==> config.mk <==
export PLATFORM = sky130hd
export DESIGN_NAME = muldiv_seq
export DESIGN_NICKNAME = d
export VERILOG_FILES = /design/src/rtl/muldiv_seq.sv
export SDC_FILE = /design/constraint.sdc
export NUM_CORES = 1
export LEC_CHECK = 0
export ABC_AREA = 1
export CAP_MARGIN = 15
export CORE_MARGIN = 2
export CORE_UTILIZATION = 53
export DETAILED_ROUTE_END_ITERATION = 16
export PLACE_DENSITY = 0.71
export SYNTH_ARGS = -nofsm -noshare
export SYNTH_HDL_FRONTEND = slang
export SYNTH_SLANG_ARGS = --single-unit
export TNS_END_PERCENT = 30
==> constraint.sdc <==
create_clock -name clk -period 17.6 [get_ports clk]
set_input_delay 3.52 -clock clk [delete_from_list [all_inputs] [get_ports clk]]
set_output_delay 3.52 -clock clk [all_outputs]
set_load 0.01 [all_outputs]
==> src/rtl/muldiv_seq.sv <==
// muldiv_seq: multi-cycle RV32M multiply/divide sequencer with a valid/ready request and response.
// Ports: clk, rst; req_valid/req_ready, func3, a, b, tag_in; kill; resp_valid/resp_ready, result, tag_out, busy.
// Define MULDIV_FAST_MUL_EN for a single-cycle multiplier. By default the multiply uses the iterative engine.
module muldiv_seq #(
    parameter int XLEN  = 32,
    parameter int TAG_W = 5
) (
    input  logic             clk,
    input  logic             rst,
    input  logic             req_valid,
    output logic             req_ready,
    input  logic [2:0]       func3,
    input  logic [XLEN-1:0]  a,
    input  logic [XLEN-1:0]  b,
    input  logic [TAG_W-1:0] tag_in,
    input  logic             kill,
    output logic             resp_valid,
    input  logic             resp_ready,
    output logic [XLEN-1:0]  result,
    output logic [TAG_W-1:0] tag_out,
    output logic             busy
);

    typedef enum logic [2:0] {IDLE, MUL, DIV, SIGN, DONE} state_t;

    localparam logic [XLEN-1:0] MINV = {1'b1, {(XLEN-1){1'b0}}};

    state_t            state;
    logic [2:0]        op;
    logic              neg;
    logic [4:0]        cnt;
    logic [XLEN-1:0]   opa;
    logic [XLEN-1:0]   opb;
    logic [XLEN:0]     rem;
    logic [2*XLEN-1:0] acc;

    assign req_ready = (state == IDLE) & ~kill;
    assign busy      = (state != IDLE);

    logic            sgn_a, sgn_b, sa, sb;
    logic            neg_in, div0, ovf;
    logic [XLEN-1:0] ma, mb, early;

    always_comb begin
        sgn_a = 1'b0;
        sgn_b = 1'b0;
        case (func3)
            3'b000, 3'b001, 3'b100, 3'b110: begin
                sgn_a = 1'b1;
                sgn_b = 1'b1;
            end
            3'b010:  sgn_a = 1'b1;
            default: ;
        endcase
        sa     = sgn_a & a[XLEN-1];
        sb     = sgn_b & b[XLEN-1];
        ma     = sa ? -a : a;
        mb     = sb ? -b : b;
        // The remainder takes the dividend's sign; everything else takes the xor.
        neg_in = (func3 == 3'b110) ? sa : (sa ^ sb);
        div0   = func3[2] & (b == '0);
        ovf    = func3[2] & ~func3[0] & (a == MINV) & (b == '1);
        if (div0)
            early = func3[1] ? a : '1;
        else
            early = func3[1] ? '0 : MINV;
    end

`ifdef MULDIV_FAST_MUL_EN
    // This is a 33x33 signed product. sa/sb act as the sign-extension bits.
    logic [2*XLEN-1:0] xa, xb, fp;
    logic [XLEN-1:0]   fres;

    always_comb begin
        xa   = {{XLEN{sa}}, a};
        xb   = {{XLEN{sb}}, b};
        fp   = xa * xb;
        fres = (func3[1:0] == 2'b00) ? fp[XLEN-1:0] : fp[2*XLEN-1:XLEN];
    end
`endif

    // Each step computes one restoring-division bit and one shift-add multiply bit.
    logic [XLEN+1:0] r_sh, diff;
    logic            ge;
    logic [XLEN:0]   sum;

    always_comb begin
        r_sh = {rem, opa[XLEN-1]};
        diff = r_sh - {2'b00, opb};
        ge   = ~diff[XLEN+1];
        sum  = {1'b0, acc[2*XLEN-1:XLEN]} + (acc[0] ? {1'b0, opb} : '0);
    end

    logic [2*XLEN-1:0] pr;
    logic [XLEN-1:0]   qv, rv, fin;

    always_comb begin
        pr = neg ? -acc : acc;
        qv = neg ? -opa : opa;
        rv = neg ? -rem[XLEN-1:0] : rem[XLEN-1:0];
        if (op[2])
            fin = op[1] ? rv : qv;
        else if (op[1:0] == 2'b00)
            fin = pr[XLEN-1:0];
        else
            fin = pr[2*XLEN-1:XLEN];
    end

    always_ff @(posedge clk) begin
        if (rst) begin
            state      <= IDLE;
            cnt        <= '0;
            resp_valid <= 1'b0;
            result     <= '0;
            tag_out    <= '0;
        end else if (kill && state != IDLE) begin
            state      <= IDLE;
            resp_valid <= 1'b0;
        end else begin
            unique case (state)
                IDLE: if (req_valid && !kill) begin
                    op      <= func3;
                    tag_out <= tag_in;
                    neg     <= neg_in;
                    opa     <= ma;
                    opb     <= mb;
                    rem     <= '0;
                    acc     <= {{XLEN{1'b0}}, ma};
                    cnt     <= 5'd31;
                    if (func3[2]) begin
                        if (div0 || ovf) begin
                            result     <= early;
                            resp_valid <= 1'b1;
                            state      <= DONE;
                        end else begin
                            state <= DIV;
                        end
                    end else begin
`ifdef MULDIV_FAST_MUL_EN
                        result     <= fres;
                        resp_valid <= 1'b1;
                        state      <= DONE;
`else
                        state <= MUL;
`endif
                    end
                end
                MUL: begin
                    acc <= {sum, acc[XLEN-1:1]};
                    cnt <= cnt - 5'd1;
                    if (cnt == 5'd0)
                        state <= SIGN;
                end
                DIV: begin
                    opa <= {opa[XLEN-2:0], ge};
                    rem <= ge ? diff[XLEN:0] : r_sh[XLEN:0];
                    cnt <= cnt - 5'd1;
                    if (cnt == 5'd0)
                        state <= SIGN;
                end
                SIGN: begin
                    result     <= fin;
                    resp_valid <= 1'b1;
                    state      <= DONE;
                end
                DONE: if (resp_ready) begin
                    resp_valid <= 1'b0;
                    state      <= IDLE;
                end
                default: state <= IDLE;
            endcase
        end
    end

endmodule

==> results of run 1 <==
registers in the layout (all words and copies together) (netlist names):
signal	cells
state	3
opb	32
rem	33
resp_valid	1
neg	1
op	3
tag_out	5
cnt	5
acc	64
opa	32
result	32
worst reg2reg max path: stages, from the launching register on:
cell      delay, ps
edfxtp_1        370
buf_4           250
nand2_1         130
inv_1            40
ha_1            240
fa_1            400
nand2_1          90
nand2_1          60
o21ai_0         200
o21ai_0         320
nand2_1         140
nand2_1         140
a21o_1          240
a21boi_0        310
nand2_1          90
nand2_1          70
nor2_1           40
cells in the final DEF (no fill, tap or decap), types with 7 or more instances in the layout:
master	count
a21o_1	9
a21oi_1	210
a31oi_1	11
buf_4	15
clkbuf_16	27
clkdlybuf4s50_1	116
dfxtp_1	46
edfxtp_1	165
ha_1	72
inv_1	413
inv_2	7
nand2_1	820
nand3_1	302
nand3_2	7
nand3b_1	16
nand4_1	47
nor2_1	462
nor2_2	28
nor3_1	34
nor4_1	10
o211ai_1	8
o21a_1	11
o21ai_0	263
o21ai_1	7
o21bai_1	8
o31ai_1	8
xnor2_1	26
xor2_1	49
area by class of cell:
cell class                      count  share of cell area
Tap cell                          468              0.0264
Clock inverter                     16             0.00554
Multi-Input combinational cell   2449               0.540
Sequential cell                   211               0.265
Clock buffer                       33              0.0320
Timing Repair Buffer              133              0.0593
Inverter                          422              0.0715
cell families (layout without fill, tap and decap cells):
kind of cell    Yosys count  count (layout)  share of synthesized area
compound gates          547             547                      0.146
simple gates           1753            1753                      0.376
xor+xnor                 75              75                     0.0332
buf+inv                 512             604                      0.101
fa+ha+maj                74              74                     0.0475
flops                   211             211                      0.297
power breakdown:
part	total (mW)	internal (mW)	switching [mW]
clock	0.539	0.302	0.237
sequential	0.731	0.655	0.0758
combinational	0.875	0.293	0.582
worst min path at each step:
| stage | from | end | cells after the start |
|---|---|---|---|
| after floorplan | cnt[0] | cnt[0] | 1 |
| final | tag_out[0] | tag_out[0] | 2 |
| after detailed placement | resp_valid | resp_valid | 2 |
| after CTS | resp_valid | resp_valid | 2 |
| after global routing | tag_out[0] | tag_out[0] | 2 |
| after global placement | cnt[0] | cnt[0] | 1 |
metrics by stage:
step	hold WS [ps]	area (sq um)	util	std cells
3_3_place_gp	464	21300	0.580	3682
3_5_place_dp	473	21300	0.580	3682
5_1_grt	508	22200	0.604	3732
4_1_cts	485	22100	0.603	3731
2_1_floorplan	449	19800	-	3172
6_report	483	22200	0.604	3732
layer usage:
layer | share of wire | GRT usage
met1 | 0.41 | 0.486
met2 | 0.43 | 0.576
met3 | 0.098 | 0.0512
met4 | 0.062 | 0.197
met5 | 0 | 0
==> results.sh, run 1 <==
export IMPL_vias_per_cell=5.81
export IMPL_cp_max_fo=5
export IMPL_die_area_sq_um=38900
export IMPL_cts_root_buf="clkbuf_16"
export IMPL_path_cells="clkdlybuf4s50_1 > nor2_1 > clkdlybuf4s50_1"
export IMPL_num_rows=70
export IMPL_clk_path_buf_depth=3
export IMPL_setup_tns_ps=0
export IMPL_critical_path_arrival_ps=4720
export IMPL_ys_flop_type="edfxtp_1"
export IMPL_setup_viol=0
export IMPL_cp_start_kind="input port"
export IMPL_antenna_found_initial=1
export IMPL_hpwl_mm=56.2
export IMPL_cp_depth=3
export IMPL_drt_pass1_iter_count=6
export IMPL_yosys_warnings=0
export IMPL_cts_tree="yes"
export IMPL_cts_resized_gates=0
export IMPL_place_ws_ps=9380
export IMPL_peakVddDrop_mv=0.0775
export IMPL_r2r_cells=16
export IMPL_layout_drive_gt1_share=0.0380
export IMPL_cp_endpoint="req_ready"
export IMPL_ant_nets=0
export IMPL_grt_total_usage=0.365
export IMPL_synth_edff_count=165
export IMPL_ys_top_cells_by_area="edfxtp_1 25%, nand2_1 16%, nor2_1 8.8%"
export IMPL_cts_num_sinks=211
export IMPL_fin_skew_ps=25.5
export IMPL_ctsHoldBuffers=0
export IMPL_grt_pass1_wl_mm=110
export IMPL_leakage_nw=10.2
export IMPL_yosysSeqAreaShare=0.297
export IMPL_rsz0062_at_grt="false"
export IMPL_multi_input_area_sq_um=12000
export IMPL_r2r_end="acc[57]"
export IMPL_register_area_sq_um=5880
export IMPL_drc=0
export IMPL_synthToLayoutAreaGrowth_pct=11.9
export IMPL_ys_ff_latch=211
export IMPL_critPathTopFamily="buffers and inverters"
export IMPL_finalCriticalPeriod_ps=8240
export IMPL_crit_buf_inv=2
export IMPL_yosysTopAreaCellShare=0.250
export IMPL_vias=21700
export IMPL_numCtsBuffers=27
export IMPL_r2r_setup_slack_ps=14230
export IMPL_grt_max_degree=156
export IMPL_grt_pass1_vias=19900
export IMPL_synth_largest_area_cell="edfxtp_1"
export IMPL_cp_required_ps=14080
export IMPL_avgSynthCellArea_sq_um=6.24
export IMPL_cp_startpoint="kill"
export IMPL_die_w_um=197
export IMPL_setup_ws_ps=9360
export IMPL_maxCapViolations=0
export IMPL_ios=117
export IMPL_crit_slowest_cell="clkdlybuf4s50_1"
export IMPL_drv_slew=0
export IMPL_synthCells=3172
export IMPL_gp_congestion=1.01
export IMPL_die_h_um=197
export IMPL_ys_types=51
export IMPL_gr_total_overflow=0
export IMPL_h_tree_depth=1
export IMPL_max_slew_margin=0.307
export IMPL_port_buffers=116
export IMPL_n_fill_cell=3584
export IMPL_fmax_mhz=121
export IMPL_p_per_area_nw_per_um2=96.8
export IMPL_wl_per_cell_um=19.2
export IMPL_fin_crit_sh=0.468
export IMPL_wl_mm=71.5
export IMPL_synth_most_common_cell="nand2_1"
export IMPL_crit_path_max_incr_delay_ps=550
export IMPL_power_mw=2.15
export IMPL_core_sq_um=36700
export IMPL_crit_top_cell="clkdlybuf4s50_1"
export IMPL_antenna_diode_count=0
export IMPL_reg2reg_from="acc[0]"
export IMPL_netlist_top_cells_count="820 x nand2_1, 464 x nor2_1, 414 x inv_1, 302 x nand3_1, 263 x o21ai_0"
export IMPL_nets=3395
export IMPL_hold_path_class="reg -> reg"
export IMPL_synth_fp_nets=3323
export IMPL_clk_latency_ps=580
export IMPL_status="completed"
export IMPL_drtIter0Drc=2375
export IMPL_worstSetupPathType="in -> out"
export IMPL_start_util=0.540
export IMPL_clk_pin_slew_worst_paths_ps=60
export IMPL_cp_end_kind="output pin"
export IMPL_post_cts_buffers=0
export IMPL_syn_area_sq_um=19800
export IMPL_hold_viol_final=0
export IMPL_worst_pin_slew_ps=1040
export IMPL_async_reset_ff_frac=0
(Power assumes the default switching activity.)
==> inputs of run 2 (changes only) <==
--- a/config.mk
+++ b/config.mk
@@ -10,7 +10,7 @@
 export CORE_MARGIN = 2
 export CORE_UTILIZATION = 53
 export DETAILED_ROUTE_END_ITERATION = 16
-export PLACE_DENSITY = 0.71
+export PLACE_DENSITY = 0.74
 export SYNTH_ARGS = -nofsm -noshare
 export SYNTH_HDL_FRONTEND = slang
 export SYNTH_SLANG_ARGS = --single-unit
==> constraint.sdc (replaced) <==
create_clock -name clk -period 7.2 [get_ports clk]
set_input_delay 1.44 -clock clk [delete_from_list [all_inputs] [get_ports clk]]
set_output_delay 1.44 -clock clk [all_outputs]
set_load 0.01 [all_outputs]
==> results.sh, run 2 (synthesis gave the netlist of run 1 again) <==
export IMPL_wl_per_cell_um=20.3
export IMPL_ios=117
export IMPL_die_w_um=197
export IMPL_cts_root_buf="clkbuf_16"
export IMPL_setup_tns_ps=0
export IMPL_num_rows=70
export IMPL_layout_drive_gt1_share=0.0374
export IMPL_post_cts_buffers=0
export IMPL_drtIter0Drc=2775
export IMPL_rsz0062_at_grt="false"
export IMPL_cp_max_fo=34
export IMPL_drv_slew=0
export IMPL_p_per_area_nw_per_um2=243
export IMPL_cp_required_ps=7500
export IMPL_start_util=0.540
export IMPL_worstSetupPathType="in -> reg"
export IMPL_fmax_mhz=221
export IMPL_post_place_cells=3682
export IMPL_numCtsBuffers=25
export IMPL_grt_total_usage=0.384
export IMPL_critical_path_arrival_ps=4830
export IMPL_cts_resized_gates=0
export IMPL_grt_pass1_vias=20000
export IMPL_gr_total_overflow=0
export IMPL_die_h_um=197
export IMPL_ant_nets=0
export IMPL_h_tree_depth=1
export IMPL_die_area_sq_um=38900
export IMPL_reg_top3="acc: 64 flops, rem: 33 flops"
export IMPL_gp_congestion=1.12
export IMPL_vias_per_cell=5.96
export IMPL_cts_tree="yes"
export IMPL_max_slew_margin=0.243
export IMPL_nets=3392
export IMPL_maxCapViolations=0
export IMPL_fin_cells=3728
export IMPL_multi_input_area_sq_um=12000
export IMPL_top_register="acc"
export IMPL_fin_crit_sh=0.629
export IMPL_n_fill_cell=3617
export IMPL_ctsHoldBuffers=0
export IMPL_worst_pin_slew_ps=1140
export IMPL_port_buffers=116
export IMPL_drt_pass1_iter_count=6
export IMPL_hold_viol_final=0
export IMPL_finalCriticalPeriod_ps=4530
export IMPL_clk_path_buf_depth=3
export IMPL_largest_reg_flops=64
export IMPL_clk_latency_ps=560
export IMPL_peakVddDrop_mv=0.165
export IMPL_wl_mm=75.6
export IMPL_drc=0
export IMPL_core_sq_um=36700
export IMPL_hold_path_class="reg -> reg"
export IMPL_leakage_nw=10.2
export IMPL_fin_skew_ps=31.1
export IMPL_cts_num_sinks=211
export IMPL_register_area_sq_um=5880
export IMPL_worst_hold_slack_ps=482
export IMPL_antenna_diode_count=0
export IMPL_status="completed"
export IMPL_clk_pin_slew_worst_paths_ps=60
export IMPL_layout_commonest_cell="nand2_1"
export IMPL_synthToLayoutAreaGrowth_pct=12.0
export IMPL_grt_max_degree=80
export IMPL_cp_end_kind="flip-flop"
export IMPL_setup_viol=0
export IMPL_cp_start_kind="input port"
export IMPL_antenna_found_initial=1
export IMPL_layout_common_cells="820 x nand2_1, 462 x nor2_1, 413 x inv_1"
export IMPL_hpwl_mm=59.6
export IMPL_vias=22200
export IMPL_grt_pass1_wl_mm=114
[run 2: cell types whose count changed in the layout (fill, tap and decap cells not counted), sizes merged]
| cell | before | now |
|---|---|---|
| clkinv | 11 | 7 |
| bufinv | 1 | 4 |
| inv | 424 | 421 |
| clkbuf | 33 | 35 |
| buf | 17 | 16 |
| clkinvlp | 2 | 1 |
[run 2: layout make-up]
class	count	area share
clock inverters	11	0.00722
multi-input cells	2449	0.540
clock buffers	35	0.0329
inverters	422	0.0714
repair buffers	132	0.0577
well taps	468	0.0264
flip-flops and latches	211	0.265
[run 2: power breakdown]
| part | total, mW | switching (mW) | internal, mW |
|---|---|---|---|
| clock | 1.40 | 0.547 | 0.850 |
| sequential | 1.80 | 0.200 | 1.60 |
| combinational | 2.19 | 1.47 | 0.716 |
[run 2: final timing paths]
kind                   start         end  slack, ps  cells after the start
setup / recovery    func3[1]     opb[15]       2670                      8
setup reg to reg     rem[13]      rem[0]       3680                     11
hold / removal    resp_valid  resp_valid        480                      2
hold reg to reg   resp_valid  resp_valid        480                      2
[run 2: worst max-delay path, stage by stage]
cell and delay, ps:
clkdlybuf4s50_1 580, inv_1 820, a21oi_1 390, nor2_2 630
inv_1 460, a21oi_1 270, xor2_1 160, inv_1 50
[run 2: through the flow]
step	utilization	area [sq um]	power [mW]	setup WS [ps]
floorplan	-	19800	3.18	356
global placement	0.580	21300	3.89	2250
detailed placement	0.580	21300	3.94	2180
CTS	0.605	22200	5.32	2750
global route	0.605	22200	5.68	2500
finish	0.605	22200	5.39	2670
[run 2: metal layers]
metal  up-vias  routed length [um]  GRT usage
li1      10500                   -          -
met1     10000               30600      0.522
met2      1395               31500      0.582
met3       242                8330     0.0541
met4         2                5080      0.225
met5         -                  13          0
